`src/rtl/uart_pkg.sv`:
```
// -----------------------------------------------------------------------------
// uart_pkg
// Shared UART definitions used by the transmitter and its receiver partner.
//   uart_state_t   : frame sequencer states (IDLE, START, DATA, PARITY, STOP)
//   cycles_per_bit : clk cycles per serial bit, from clk and line rate, using
//                    integer nanosecond division so both ends agree exactly.
// -----------------------------------------------------------------------------
package uart_pkg;

    typedef enum logic [2:0] {
        IDLE   = 3'd0,
        START  = 3'd1,
        DATA   = 3'd2,
        PARITY = 3'd3,
        STOP   = 3'd4
    } uart_state_t;

    // Bit period and clk period are each truncated to whole nanoseconds
    // before dividing, which is what the receiver side assumes as well.
    function automatic int cycles_per_bit(input int clk_hz, input int bit_rate);
        return (1_000_000_000 / bit_rate) / (1_000_000_000 / clk_hz);
    endfunction

endpackage

```
`src/rtl/uart_baud_tick.sv`:
```
// -----------------------------------------------------------------------------
// uart_baud_tick
// Bit-period timer for the UART transmitter. Counts 0..CYCLES_PER_BIT-1 while
// a frame is in progress and pulses tick on the last cycle of every bit.
// Held at 0 whenever the transmitter is idle, so each frame starts its first
// bit with a full period.
// Ports:
//   clk    in  system clock
//   reset  in  synchronous reset, active-high
//   busy   in  frame in progress; low clears the counter
//   tick   out high on the final cycle of the current bit
// -----------------------------------------------------------------------------
module uart_baud_tick #(
    parameter int CYCLES_PER_BIT = 10,
    parameter int STOP_BITS      = 1
) (
    input  logic clk,
    input  logic reset,
    input  logic busy,
    output logic tick
);

    localparam int              CW   = $clog2(CYCLES_PER_BIT * STOP_BITS) + 1;
    localparam logic [CW-1:0]   LAST = CW'(CYCLES_PER_BIT - 1);

    logic [CW-1:0] cycle_counter;

    // NOTE: sequential state uses non-blocking assignments so every register
    // samples the pre-edge values regardless of statement order.
    always_ff @(posedge clk) begin
        if (reset || !busy) begin
            cycle_counter <= '0;
        end else if (cycle_counter == LAST) begin
            cycle_counter <= '0;
        end else begin
            cycle_counter <= cycle_counter + 1'b1;
        end
    end

    assign tick = busy && (cycle_counter == LAST);

endmodule

```
`src/rtl/uart_tx.sv`:
```
// -----------------------------------------------------------------------------
// uart_tx
// UART transmitter. Accepts one PAYLOAD_BITS word over a valid/ready handshake
// and serialises it as: start (0), data LSB first, optional even parity,
// STOP_BITS stop bits (1). Every bit lasts CYCLES_PER_BIT clocks.
// Build option:
//   UART_TX_PARITY_EN  defined   -> PARITY state after DATA sends ^data
//                      undefined -> DATA goes straight to STOP
// Ports:
//   clk            in   system clock
//   reset          in   synchronous reset, active-high (aborts any frame)
//   uart_tx_en     in   allows new frames to be accepted
//   uart_tx_valid  in   uart_tx_data is valid
//   uart_tx_ready  out  a word can be accepted this cycle
//   uart_tx_data   in   word to send
//   uart_tx_busy   out  frame in progress
//   uart_txd       out  registered serial line, idle high
// -----------------------------------------------------------------------------
module uart_tx
    import uart_pkg::*;
#(
    parameter int BIT_RATE     = 9600,
    parameter int CLK_HZ       = 50_000_000,
    parameter int PAYLOAD_BITS = 8,
    parameter int STOP_BITS    = 1
) (
    input  logic                    clk,
    input  logic                    reset,
    input  logic                    uart_tx_en,
    input  logic                    uart_tx_valid,
    output logic                    uart_tx_ready,
    input  logic [PAYLOAD_BITS-1:0] uart_tx_data,
    output logic                    uart_tx_busy,
    output logic                    uart_txd
);

    localparam int CYCLES_PER_BIT = cycles_per_bit(CLK_HZ, BIT_RATE);

    // bit_counter indexes data bits and, in STOP, counts stop bits.
    localparam int             BCW       = $clog2(PAYLOAD_BITS) + 1;
    localparam logic [BCW-1:0] LAST_BIT  = BCW'(PAYLOAD_BITS - 1);
    localparam logic [BCW-1:0] LAST_STOP = BCW'(STOP_BITS - 1);

    uart_state_t             state, next_state;
    logic [PAYLOAD_BITS-1:0] shift_reg, shift_next;
    logic [BCW-1:0]          bit_counter, bit_counter_next;
    logic                    txd_next;
    logic                    accept;
    logic                    tick;

`ifdef UART_TX_PARITY_EN
    logic parity_bit;
`endif

    assign uart_tx_ready = (state == IDLE) && uart_tx_en && !reset;
    assign accept        = uart_tx_valid && uart_tx_ready;
    assign uart_tx_busy  = (state != IDLE);

    uart_baud_tick #(
        .CYCLES_PER_BIT (CYCLES_PER_BIT),
        .STOP_BITS      (STOP_BITS)
    ) u_baud_tick (
        .clk   (clk),
        .reset (reset),
        .busy  (uart_tx_busy),
        .tick  (tick)
    );

    // txd_next is the value the line takes after the coming edge, so the
    // registered output changes exactly at each bit boundary.
    always_comb begin
        // NOTE: every output of this block gets a default first; a path that
        // leaves one unassigned would infer a latch.
        next_state       = state;
        shift_next       = shift_reg;
        bit_counter_next = bit_counter;
        txd_next         = uart_txd;

        case (state)
            IDLE: begin
                txd_next = 1'b1;
                if (accept) begin
                    next_state       = START;
                    shift_next       = uart_tx_data;
                    bit_counter_next = '0;
                    txd_next         = 1'b0;
                end
            end

            START: begin
                if (tick) begin
                    next_state = DATA;
                    txd_next   = shift_reg[0];
                end
            end

            DATA: begin
                if (tick) begin
                    if (bit_counter == LAST_BIT) begin
                        bit_counter_next = '0;
`ifdef UART_TX_PARITY_EN
                        next_state = PARITY;
                        txd_next   = parity_bit;
`else
                        next_state = STOP;
                        txd_next   = 1'b1;
`endif
                    end else begin
                        shift_next       = shift_reg >> 1;
                        txd_next         = shift_next[0];
                        bit_counter_next = bit_counter + 1'b1;
                    end
                end
            end

`ifdef UART_TX_PARITY_EN
            PARITY: begin
                if (tick) begin
                    next_state = STOP;
                    txd_next   = 1'b1;
                end
            end
`endif

            STOP: begin
                txd_next = 1'b1;
                if (tick) begin
                    if (bit_counter == LAST_STOP) begin
                        next_state       = IDLE;
                        bit_counter_next = '0;
                    end else begin
                        bit_counter_next = bit_counter + 1'b1;
                    end
                end
            end

            default: begin
                next_state = IDLE;
                txd_next   = 1'b1;
            end
        endcase
    end

    always_ff @(posedge clk) begin
        if (reset) begin
            state       <= IDLE;
            // NOTE: the shift register is cleared only for deterministic idle
            // contents; it is reloaded on every accept and needs no reset.
            shift_reg   <= '0;
            bit_counter <= '0;
            uart_txd    <= 1'b1;
        end else begin
            state       <= next_state;
            shift_reg   <= shift_next;
            bit_counter <= bit_counter_next;
            uart_txd    <= txd_next;
        end
    end

`ifdef UART_TX_PARITY_EN
    // Even parity of the word as accepted; later data changes are ignored.
    always_ff @(posedge clk) begin
        if (reset) begin
            parity_bit <= 1'b0;
        end else if (accept) begin
            parity_bit <= ^uart_tx_data;
        end
    end
`endif

endmodule
```
`config.mk`:
```
export PLATFORM = sky130hd
export DESIGN_NAME = uart_tx
export DESIGN_NICKNAME = d
export VERILOG_FILES = /design/src/rtl/uart_pkg.sv /design/src/rtl/uart_baud_tick.sv /design/src/rtl/uart_tx.sv
export SDC_FILE = /design/constraint.sdc
export NUM_CORES = 1
export LEC_CHECK = 0
export CAP_MARGIN = 20
export CORE_MARGIN = 2
export CORE_UTILIZATION = 40
export DETAILED_ROUTE_END_ITERATION = 12
export GPL_ROUTABILITY_DRIVEN = 0
export PLACE_DENSITY = 0.6
export SETUP_SLACK_MARGIN = 0.1
export SLEW_MARGIN = 30
export SYNTH_ARGS = -nofsm -noshare
export SYNTH_HDL_FRONTEND = slang
export SYNTH_HIERARCHICAL = 1
export SYNTH_SLANG_ARGS = --single-unit
```
`constraint.sdc`:
```
create_clock -name clk -period 4.8 [get_ports clk]
set_input_delay 0.96 -clock clk [delete_from_list [all_inputs] [get_ports clk]]
set_output_delay 0.96 -clock clk [all_outputs]
set_load 0.01 [all_outputs]
```
==> results.sh, run 1 <==
export IMPL_postRouteAntennaNets=0
export IMPL_clkSlewWorstSetupHoldPaths_ps=60
export IMPL_clock_root_buffer="clkbuf_8"
export IMPL_dp_cells=249
export IMPL_p_switching_mw=0.279
export IMPL_pwr_share_seq=0.414
export IMPL_wl_mm=3.36
export IMPL_cp_start_kind="primary input"
export IMPL_row_count=23
export IMPL_drc=0
export IMPL_grt_max_degree=26
export IMPL_first_iter_violations=46
export IMPL_dpl_cell_area_sq_um=1820
export IMPL_r2r_start="u_baud_tick/cycle_counter[8]"
export IMPL_cp_cell_sequence="clkdlybuf4s50_1 > buf_4 > nor3b_1 > clkdlybuf4s50_1"
export IMPL_synth_ff_type="dfxtp_1"
export IMPL_final_cell_area_sq_um=1890
export IMPL_crit_family="buffers and inverters"
export IMPL_cts_tree="done"
export IMPL_drive_gt1_frac=0.0922
export IMPL_rsz0062_at_grt="no"
export IMPL_layout_min_cycle_time_ps=3300
export IMPL_first_pass_iters=4
export IMPL_cts_resized=0
export IMPL_clockBufferDepth=2
export IMPL_postCtsSetupBuffers=0
export IMPL_drv_slew=0
export IMPL_hold_slack_ps=473
export IMPL_dieArea_sq_um=4780
export IMPL_antennaDiodeCount=0
export IMPL_pre_cts_ws_ps=1490
export IMPL_critPathKind="primary input to output pin"
export IMPL_hold_depth=2
export IMPL_intPower_mw=0.493
export IMPL_core_area_sq_um=4030
export IMPL_numPortBuffers=14
export IMPL_num_nets_final=221
export IMPL_crit_buf_inv=3
export IMPL_cp_common_cell="clkdlybuf4s50_1"
export IMPL_tns_ps=0
export IMPL_relSlewSlack=0.618
export IMPL_clk_latency_ps=280
export IMPL_arrival_ps=2340
export IMPL_max_freq_mhz=303
export IMPL_dr_total_vias=1410
export IMPL_largest_register_ffs=14
export IMPL_holdBufCountCts=0
export IMPL_synth_cell_area_sq_um=1700
export IMPL_start_util=0.421
export IMPL_netlist_instances=195
export IMPL_die_h_um=69.1
export IMPL_area_growth_syn_to_layout_pct=11.7
export IMPL_syn_area_per_cell_sq_um=8.70
export IMPL_wire_per_inst_um=13.1
export IMPL_ys_seq_elements=30
export IMPL_synth_net_count=210
export IMPL_hp_start="shift_reg[4]"
export IMPL_hold_path_end="shift_reg[4]"
export IMPL_setup_violations=0
export IMPL_leakage_nw=0.596
export IMPL_fin_crit_sh=0.687
export IMPL_pin_count=15
export IMPL_fin_skew_ps=3.78
export IMPL_p_total_mw=0.771
export IMPL_synth_edf_count=0
export IMPL_grt_usage=0.151
export IMPL_crit_fanout=25
export IMPL_routed_via_density=5.51
export IMPL_hold_path_class="flip-flop to flip-flop"
export IMPL_required_ps=3840
export IMPL_first_global_vias=1345
export IMPL_grt_overflow_total=0
export IMPL_synth_cell_types=46
export IMPL_cts_sinks=30
export IMPL_die_x_um=69.1
export IMPL_vdd_ir_drop_worst_v=0.000224
export IMPL_switching_share=0.361
export IMPL_r2r_setup_slack_ps=2140
export IMPL_end_kind="output pin"
export IMPL_cts_htree_levels=2
export IMPL_yosysSeqAreaShare=0.354
export IMPL_r2r_end="bit_counter[2]"
export IMPL_synthArstFlopShare=0
export IMPL_post_route_util=0.470
export IMPL_cts_made_buffers=5
export IMPL_power_frac_clock=0.242
export IMPL_hold_viol=0
export IMPL_slowest_stage="clkdlybuf4s50_1"
export IMPL_startpoint="reset"
export IMPL_reg2regPathDepth=7
export IMPL_worstMarginPinSlew_ps=574
export IMPL_hpwlAfterDp_mm=2.39
export IMPL_setup_ws_ps=1500
export IMPL_synth_warnings=6
export IMPL_grt_pass1_wl_mm=5.91
export IMPL_powerDensity_nw_per_um2=407
export IMPL_status="finished, final reports clean"
export IMPL_pwr_share_comb=0.343
export IMPL_instances_no_fill=256
export IMPL_slowest_delay_ps=560
export IMPL_grt_antenna_before_repair=0
export IMPL_cap_violations=0
cells in the mapped netlist (2+ instances only):
cell type	number	area (sq um)
nand4_1	5	31.3
nor3b_1	2	15.0
nor2_1	19	71.3
nand3b_1	3	22.5
inv_1	10	37.5
o21ai_0	11	55.1
dfxtp_1	30	601
or4b_1	2	20.0
nand2_1	18	67.6
or3b_1	2	17.5
ha_1	3	37.5
mux2i_1	2	20.0
xnor2_1	11	96.3
buf_6	6	67.6
xor2_1	2	17.5
nand2b_1	2	12.5
clkbuf_1	3	11.3
nand3_1	10	50.1
nor4_1	2	12.5
and3b_1	2	17.5
a211o_1	9	78.8
o31ai_1	3	22.5
a21oi_1	9	45.0
nor3_1	7	35.0
layout make-up:
type | instances | area [sq um]
inverter | 10 | 37.5
fill | 396 | 2130
sequential | 30 | 601
tap | 50 | 62.6
timing repair buffer | 15 | 148
clock inverter | 2 | 10.0
multi-input combinational | 144 | 967
clock buffer | 5 | 68.8
power by group through the flow:
| stage | clock, mW | sequential (mW) | combinational [mW] |
|---|---|---|---|
| 6_report | 0.187 | 0.320 | 0.265 |
| 3_3_place_gp | 0 | 0.323 | 0.257 |
| 4_1_cts | 0.194 | 0.319 | 0.266 |
| 5_1_grt | 0.208 | 0.324 | 0.294 |
| 2_1_floorplan | 0 | 0.303 | 0.249 |
| 3_5_place_dp | 0 | 0.324 | 0.265 |
kinds of logic (layout without fill, tap and decap cells):
group / after synthesis / count (layout) / share of synthesized area
multiplexers: 2 / 2 / 0.0118
XOR/XNOR: 13 / 13 / 0.0671
adder cells (fa/ha/maj): 3 / 3 / 0.0221
AND/OR/NAND/NOR: 83 / 83 / 0.277
AO/OA/AOI/OAI: 43 / 43 / 0.192
buffers and inverters: 21 / 32 / 0.0760
flip-flops: 30 / 30 / 0.354
per-layer routing:
| layer | routed length [um] | vias to the layer above | GRT usage |
|---|---|---|---|
| met3 | 146 | 7 | 0.0526 |
| met1 | 1580 | 660 | 0.190 |
| met5 | 0 | - | 0 |
| met2 | 1570 | 28 | 0.233 |
| met4 | 62 | 0 | 0.0697 |
| li1 | - | 715 | - |
layout by cell type, fill, tap and decap left out, types with 2 or more instances in the layout:
cell type,n
nor2_1,19
or4b_1,2
xnor2_1,11
inv_1,10
nand3_1,10
nand2b_1,2
o21ai_0,11
and3b_1,2
nand3b_1,3
nor4_1,2
clkbuf_8,5
or3b_1,2
dfxtp_1,30
nand4_1,5
clkdlybuf4s50_1,14
clkinv_2,2
xor2_1,2
nor3_1,7
o31ai_1,3
ha_1,3
a21oi_1,9
mux2i_1,2
nand2_1,18
nor3b_1,2
a211o_1,9
worst register-to-register path, stage by stage, from the launching register on:
cell	delay [ps]
dfxtp_1	360
or4b_1	540
nor4_1	360
and2_2	280
a21bo_2	260
a221oi_4	380
mux2i_1	160
nor4_2	240
worst max path at each step:
stage	end	slack (ps)	cells past startpoint
global placement	uart_tx_ready	1510	4
detailed placement	uart_tx_ready	1490	4
global route	uart_tx_ready	1440	4
finish	uart_tx_ready	1500	4
CTS	uart_tx_ready	1490	4
floorplan	uart_tx_ready	2140	3
Power figures use the tool's default switching activity.
==> inputs of run 2 (changes only) <==
==> constraint.sdc (replaced) <==
create_clock -name clk -period 3.44 [get_ports clk]
set_input_delay 0.688 -clock clk [delete_from_list [all_inputs] [get_ports clk]]
set_output_delay 0.688 -clock clk [all_outputs]
set_load 0.01 [all_outputs]
==> run 2 against run 1 <==
Flip-flop and latch count unchanged; sequential share of layout area decreased by 0.21 points; routed wire length increased by 3.5%; die area unchanged; critical path type is now flip-flop to output pin; critical endpoint unchanged; largest cell class unchanged; largest power group unchanged.
==> results.sh, run 2 (same netlist as run 1, synthesis figures left out) <==
export IMPL_hpwlAfterDp_mm=2.50
export IMPL_grt_antenna_before_repair=0
export IMPL_setup_ws_ps=630
export IMPL_cts_made_buffers=5
export IMPL_cts_resized=0
export IMPL_dieArea_sq_um=4780
export IMPL_fin_crit_sh=0.817
export IMPL_hold_path_class="flip-flop to flip-flop"
export IMPL_holdBufCountCts=0
export IMPL_status="finished, final reports clean"
export IMPL_first_global_vias=1356
export IMPL_clkSlewWorstSetupHoldPaths_ps=70
export IMPL_numPortBuffers=14
export IMPL_grt_usage=0.151
export IMPL_die_h_um=69.1
export IMPL_intPower_mw=0.713
export IMPL_postCtsSetupBuffers=0
export IMPL_pwr_share_seq=0.402
export IMPL_area_growth_syn_to_layout_pct=12.4
export IMPL_tns_ps=0
export IMPL_drive_gt1_frac=0.0918
export IMPL_leakage_nw=0.600
export IMPL_die_x_um=69.1
export IMPL_cts_htree_levels=2
export IMPL_final_cell_mix="30 x dfxtp_1, 19 x nor2_1, 18 x nand2_1"
export IMPL_cts_tree="done"
export IMPL_rsz0062_at_grt="no"
export IMPL_pre_cts_ws_ps=830
export IMPL_cts_sinks=30
export IMPL_wire_per_inst_um=13.5
export IMPL_relSlewSlack=0.601
export IMPL_clk_latency_ps=280
export IMPL_cp_start_kind="flip-flop"
export IMPL_layout_min_cycle_time_ps=2810
export IMPL_final_common_cell="dfxtp_1"
export IMPL_grt_overflow_total=0
export IMPL_hold_viol=0
export IMPL_hold_slack_ps=471
export IMPL_clockBufferDepth=2
export IMPL_power_frac_clock=0.266
export IMPL_pwr_share_comb=0.332
export IMPL_antennaDiodeCount=0
export IMPL_postRouteAntennaNets=0
export IMPL_dr_total_vias=1417
export IMPL_core_area_sq_um=4030
export IMPL_required_ps=2750
export IMPL_grt_pass1_wl_mm=5.89
export IMPL_pin_count=15
export IMPL_powerDensity_nw_per_um2=581
export IMPL_routed_via_density=5.51
export IMPL_largest_register_ffs=14
export IMPL_first_pass_iters=4
export IMPL_switching_share=0.356
export IMPL_end_kind="output pin"
export IMPL_drc=0
export IMPL_start_util=0.421
export IMPL_drv_slew=0
export IMPL_hold_depth=2
export IMPL_arrival_ps=2120
export IMPL_cap_violations=0
export IMPL_max_freq_mhz=356
export IMPL_row_count=23
export IMPL_first_iter_violations=45
export IMPL_p_total_mw=1.11
export IMPL_reg2regPathDepth=7
export IMPL_crit_fanout=9
export IMPL_wl_mm=3.48
export IMPL_worstMarginPinSlew_ps=599
export IMPL_fin_skew_ps=3.84
export IMPL_p_switching_mw=0.395
export IMPL_clock_root_buffer="clkbuf_8"
export IMPL_critPathKind="flip-flop to output pin"
export IMPL_num_nets_final=221
export IMPL_setup_violations=0
export IMPL_vdd_ir_drop_worst_v=0.000324
export IMPL_grt_max_degree=25
==> run 2: cell types whose count changed in the layout (fill, tap and decap cells not counted) <==
| cell | change |
|---|---|
| clkbuf_8 | +1 |
| clkbuf_1 | +1 |
| clkinv_2 | -1 |
==> run 2: cell type report <==
class                      count  area [sq um]
clock buffer                   7          86.3
clock inverter                 1          5.00
fill                         414          2120
inverter                      10          37.5
multi-input combinational    144           967
sequential                    30           601
tap                           50          62.6
timing repair buffer          15           148
==> run 2: worst paths after layout <==
check / slack, ps / end / start
worst max register to register: 830 / bit_counter[2] / u_baud_tick/cycle_counter[8]
worst max-delay path: 630 / uart_tx_ready / state[0]
worst min register to register: 470 / shift_reg[3] / shift_reg[3]
worst min-delay path: 470 / shift_reg[3] / shift_reg[3]
==> run 2: routing by layer <==
metal	up-vias	global-route usage	wire, um
met2	17	0.278	1810
met4	0	0.0523	48
li1	713	-	-
met3	7	0.0482	113
met5	-	0	0
met1	680	0.160	1510
==> run 2: per-stage QoR <==
| step | utilization | instances | area (sq um) |
|---|---|---|---|
| global placement | 0.451 | 249 | 1820 |
| CTS | 0.473 | 257 | 1910 |
| global route | 0.473 | 257 | 1910 |
| finish | 0.473 | 257 | 1910 |
| floorplan | - | 195 | 1700 |
| detailed placement | 0.451 | 249 | 1820 |
==> run 2: critical path, cell delays in order (launching register included) <==
cell	delay (ps)
dfxtp_1	460
nor3_4	390
inv_1	210
nor3b_1	210
clkdlybuf4s50_1	560
==> run 2: power by group through the flow <==
stage,combinational (mW),clock (mW),sequential [mW]
global route,0.406,0.323,0.453
finish,0.368,0.294,0.446
detailed placement,0.370,0,0.452
global placement,0.360,0,0.450
floorplan,0.347,0,0.422
CTS,0.372,0.302,0.446
==> inputs of run 3 (changes only) <==
==> constraint.sdc (replaced) <==
create_clock -name clk -period 2.95 [get_ports clk]
set_input_delay 0.59 -clock clk [delete_from_list [all_inputs] [get_ports clk]]
set_output_delay 0.59 -clock clk [all_outputs]
set_load 0.01 [all_outputs]
==> run 3 against run 2 <==
Setup slack worse by 400 ps; register-to-register slack got worse by 440 ps; die area unchanged; first-iteration DRC count fell by 2.2%; clock-buffer cell count is 1 higher; utilization increased by 0.65 points; global-route usage shrank 0.073 points; cell area increased by 1.4%; largest cell class unchanged.
==> results.sh, run 3 (same netlist as run 1, synthesis figures left out) <==
export IMPL_status="finished, final reports clean"
export IMPL_cts_made_buffers=5
export IMPL_hold_path_class="flip-flop to flip-flop"
export IMPL_critPathKind="flip-flop to output pin"
export IMPL_end_kind="output pin"
export IMPL_core_area_sq_um=4030
export IMPL_holdBufCountCts=0
export IMPL_cap_violations=0
export IMPL_die_x_um=69.1
export IMPL_first_iter_violations=44
export IMPL_dieArea_sq_um=4780
export IMPL_grt_overflow_total=0
export IMPL_setup_violations=0
export IMPL_relSlewSlack=0.606
export IMPL_cp_cell_sequence="nor3_4 > inv_1 > nor3b_1 > clkdlybuf4s50_1"
export IMPL_reg2regPathDepth=7
export IMPL_worstMarginPinSlew_ps=591
export IMPL_rsz0062_at_grt="no"
export IMPL_tns_ps=0
export IMPL_fin_skew_ps=7.28
export IMPL_drive_gt1_frac=0.101
export IMPL_hold_slack_ps=479
export IMPL_dr_total_vias=1390
export IMPL_powerDensity_nw_per_um2=694
export IMPL_wire_per_inst_um=13.1
export IMPL_slowest_delay_ps=570
export IMPL_fill_cells=414
export IMPL_pre_cts_ws_ps=392
export IMPL_p_total_mw=1.34
export IMPL_die_h_um=69.1
export IMPL_grt_usage=0.150
export IMPL_first_pass_iters=4
export IMPL_clock_root_buffer="clkbuf_8"
export IMPL_hold_viol=0
export IMPL_antennaDiodeCount=0
export IMPL_final_cell_area_sq_um=1930
export IMPL_fin_crit_sh=0.923
export IMPL_arrival_ps=2130
export IMPL_max_freq_mhz=367
export IMPL_dp_cells=250
export IMPL_start_util=0.421
export IMPL_clk_latency_ps=280
export IMPL_postRouteAntennaNets=0
export IMPL_final_common_cell="dfxtp_1"
export IMPL_final_cell_mix="30 x dfxtp_1, 19 x nor2_1, 18 x nand2_1"
export IMPL_grt_pass1_wl_mm=5.88
export IMPL_routed_via_density=5.39
export IMPL_grt_max_degree=17
export IMPL_post_route_util=0.480
export IMPL_cts_resized=0
export IMPL_postCtsSetupBuffers=0
export IMPL_hpwlAfterDp_mm=2.41
export IMPL_drc=0
export IMPL_wl_mm=3.38
export IMPL_pin_count=15
export IMPL_area_growth_syn_to_layout_pct=13.9
export IMPL_row_count=23
export IMPL_leakage_nw=0.615
export IMPL_cp_start_kind="flip-flop"
export IMPL_required_ps=2360
export IMPL_setup_ws_ps=227
export IMPL_cts_tree="done"
export IMPL_hold_depth=2
export IMPL_first_global_vias=1312
export IMPL_num_nets_final=222
export IMPL_grt_antenna_before_repair=0
export IMPL_largest_register_ffs=14
export IMPL_crit_fanout=9
export IMPL_instances_no_fill=258
export IMPL_vdd_ir_drop_worst_v=0.000222
export IMPL_cts_sinks=30
export IMPL_numPortBuffers=14
export IMPL_drv_slew=0
export IMPL_clkSlewWorstSetupHoldPaths_ps=70
export IMPL_dpl_cell_area_sq_um=1820
export IMPL_slowest_stage="clkdlybuf4s50_1"
export IMPL_layout_min_cycle_time_ps=2720
export IMPL_cts_htree_levels=2
export IMPL_clockBufferDepth=2
run 3: cell types whose count changed in the layout (fill, tap and decap cells not counted):
cell / previous run / this run
clkbuf_8: 6 / 8
clkinv_2: 1 / 0
buf_4: 1 / 2
clkbuf_1: 1 / 0
run 3: routing by layer:
layer,part of all wire,track usage,wire (um),vias to the layer above
li1,-,-,-,715
met1,0.45,0.164,1510,652
met2,0.51,0.272,1720,17
met3,0.028,0.0468,95,6
met4,0.015,0.0523,50,0
met5,0,0,0,-
run 3: area by class of cell:
| class | count | area, sq um | area share |
|---|---|---|---|
| repair buffers | 16 | 155 | 0.0803 |
| multi-input cells | 144 | 967 | 0.500 |
| inverters | 10 | 37.5 | 0.0194 |
| well taps | 50 | 62.6 | 0.0324 |
| flip-flops and latches | 30 | 601 | 0.311 |
| clock buffers | 8 | 110 | 0.0570 |
run 3: worst paths after layout:
kind	start	end	slack, ps
worst max-delay path	state[0]	uart_tx_ready	230
worst min-delay path	shift_reg[2]	shift_reg[2]	480
worst max register to register	u_baud_tick/cycle_counter[8]	bit_counter[2]	390
worst min register to register	shift_reg[2]	shift_reg[2]	480
run 3: worst max-delay path, delay by kind of cell, from the launching register on:
family	cells	cell delay [ps]
AND/OR/NAND/NOR	2	600
buffers and inverters	2	780
flip-flops	1	460
run 3: report_power, final:
| part | internal, mW | switching, mW |
|---|---|---|
| Sequential | 0.458 | 0.0609 |
| Combinational | 0.186 | 0.244 |
| Clock | 0.235 | 0.158 |
| Total | 0.880 | 0.462 |
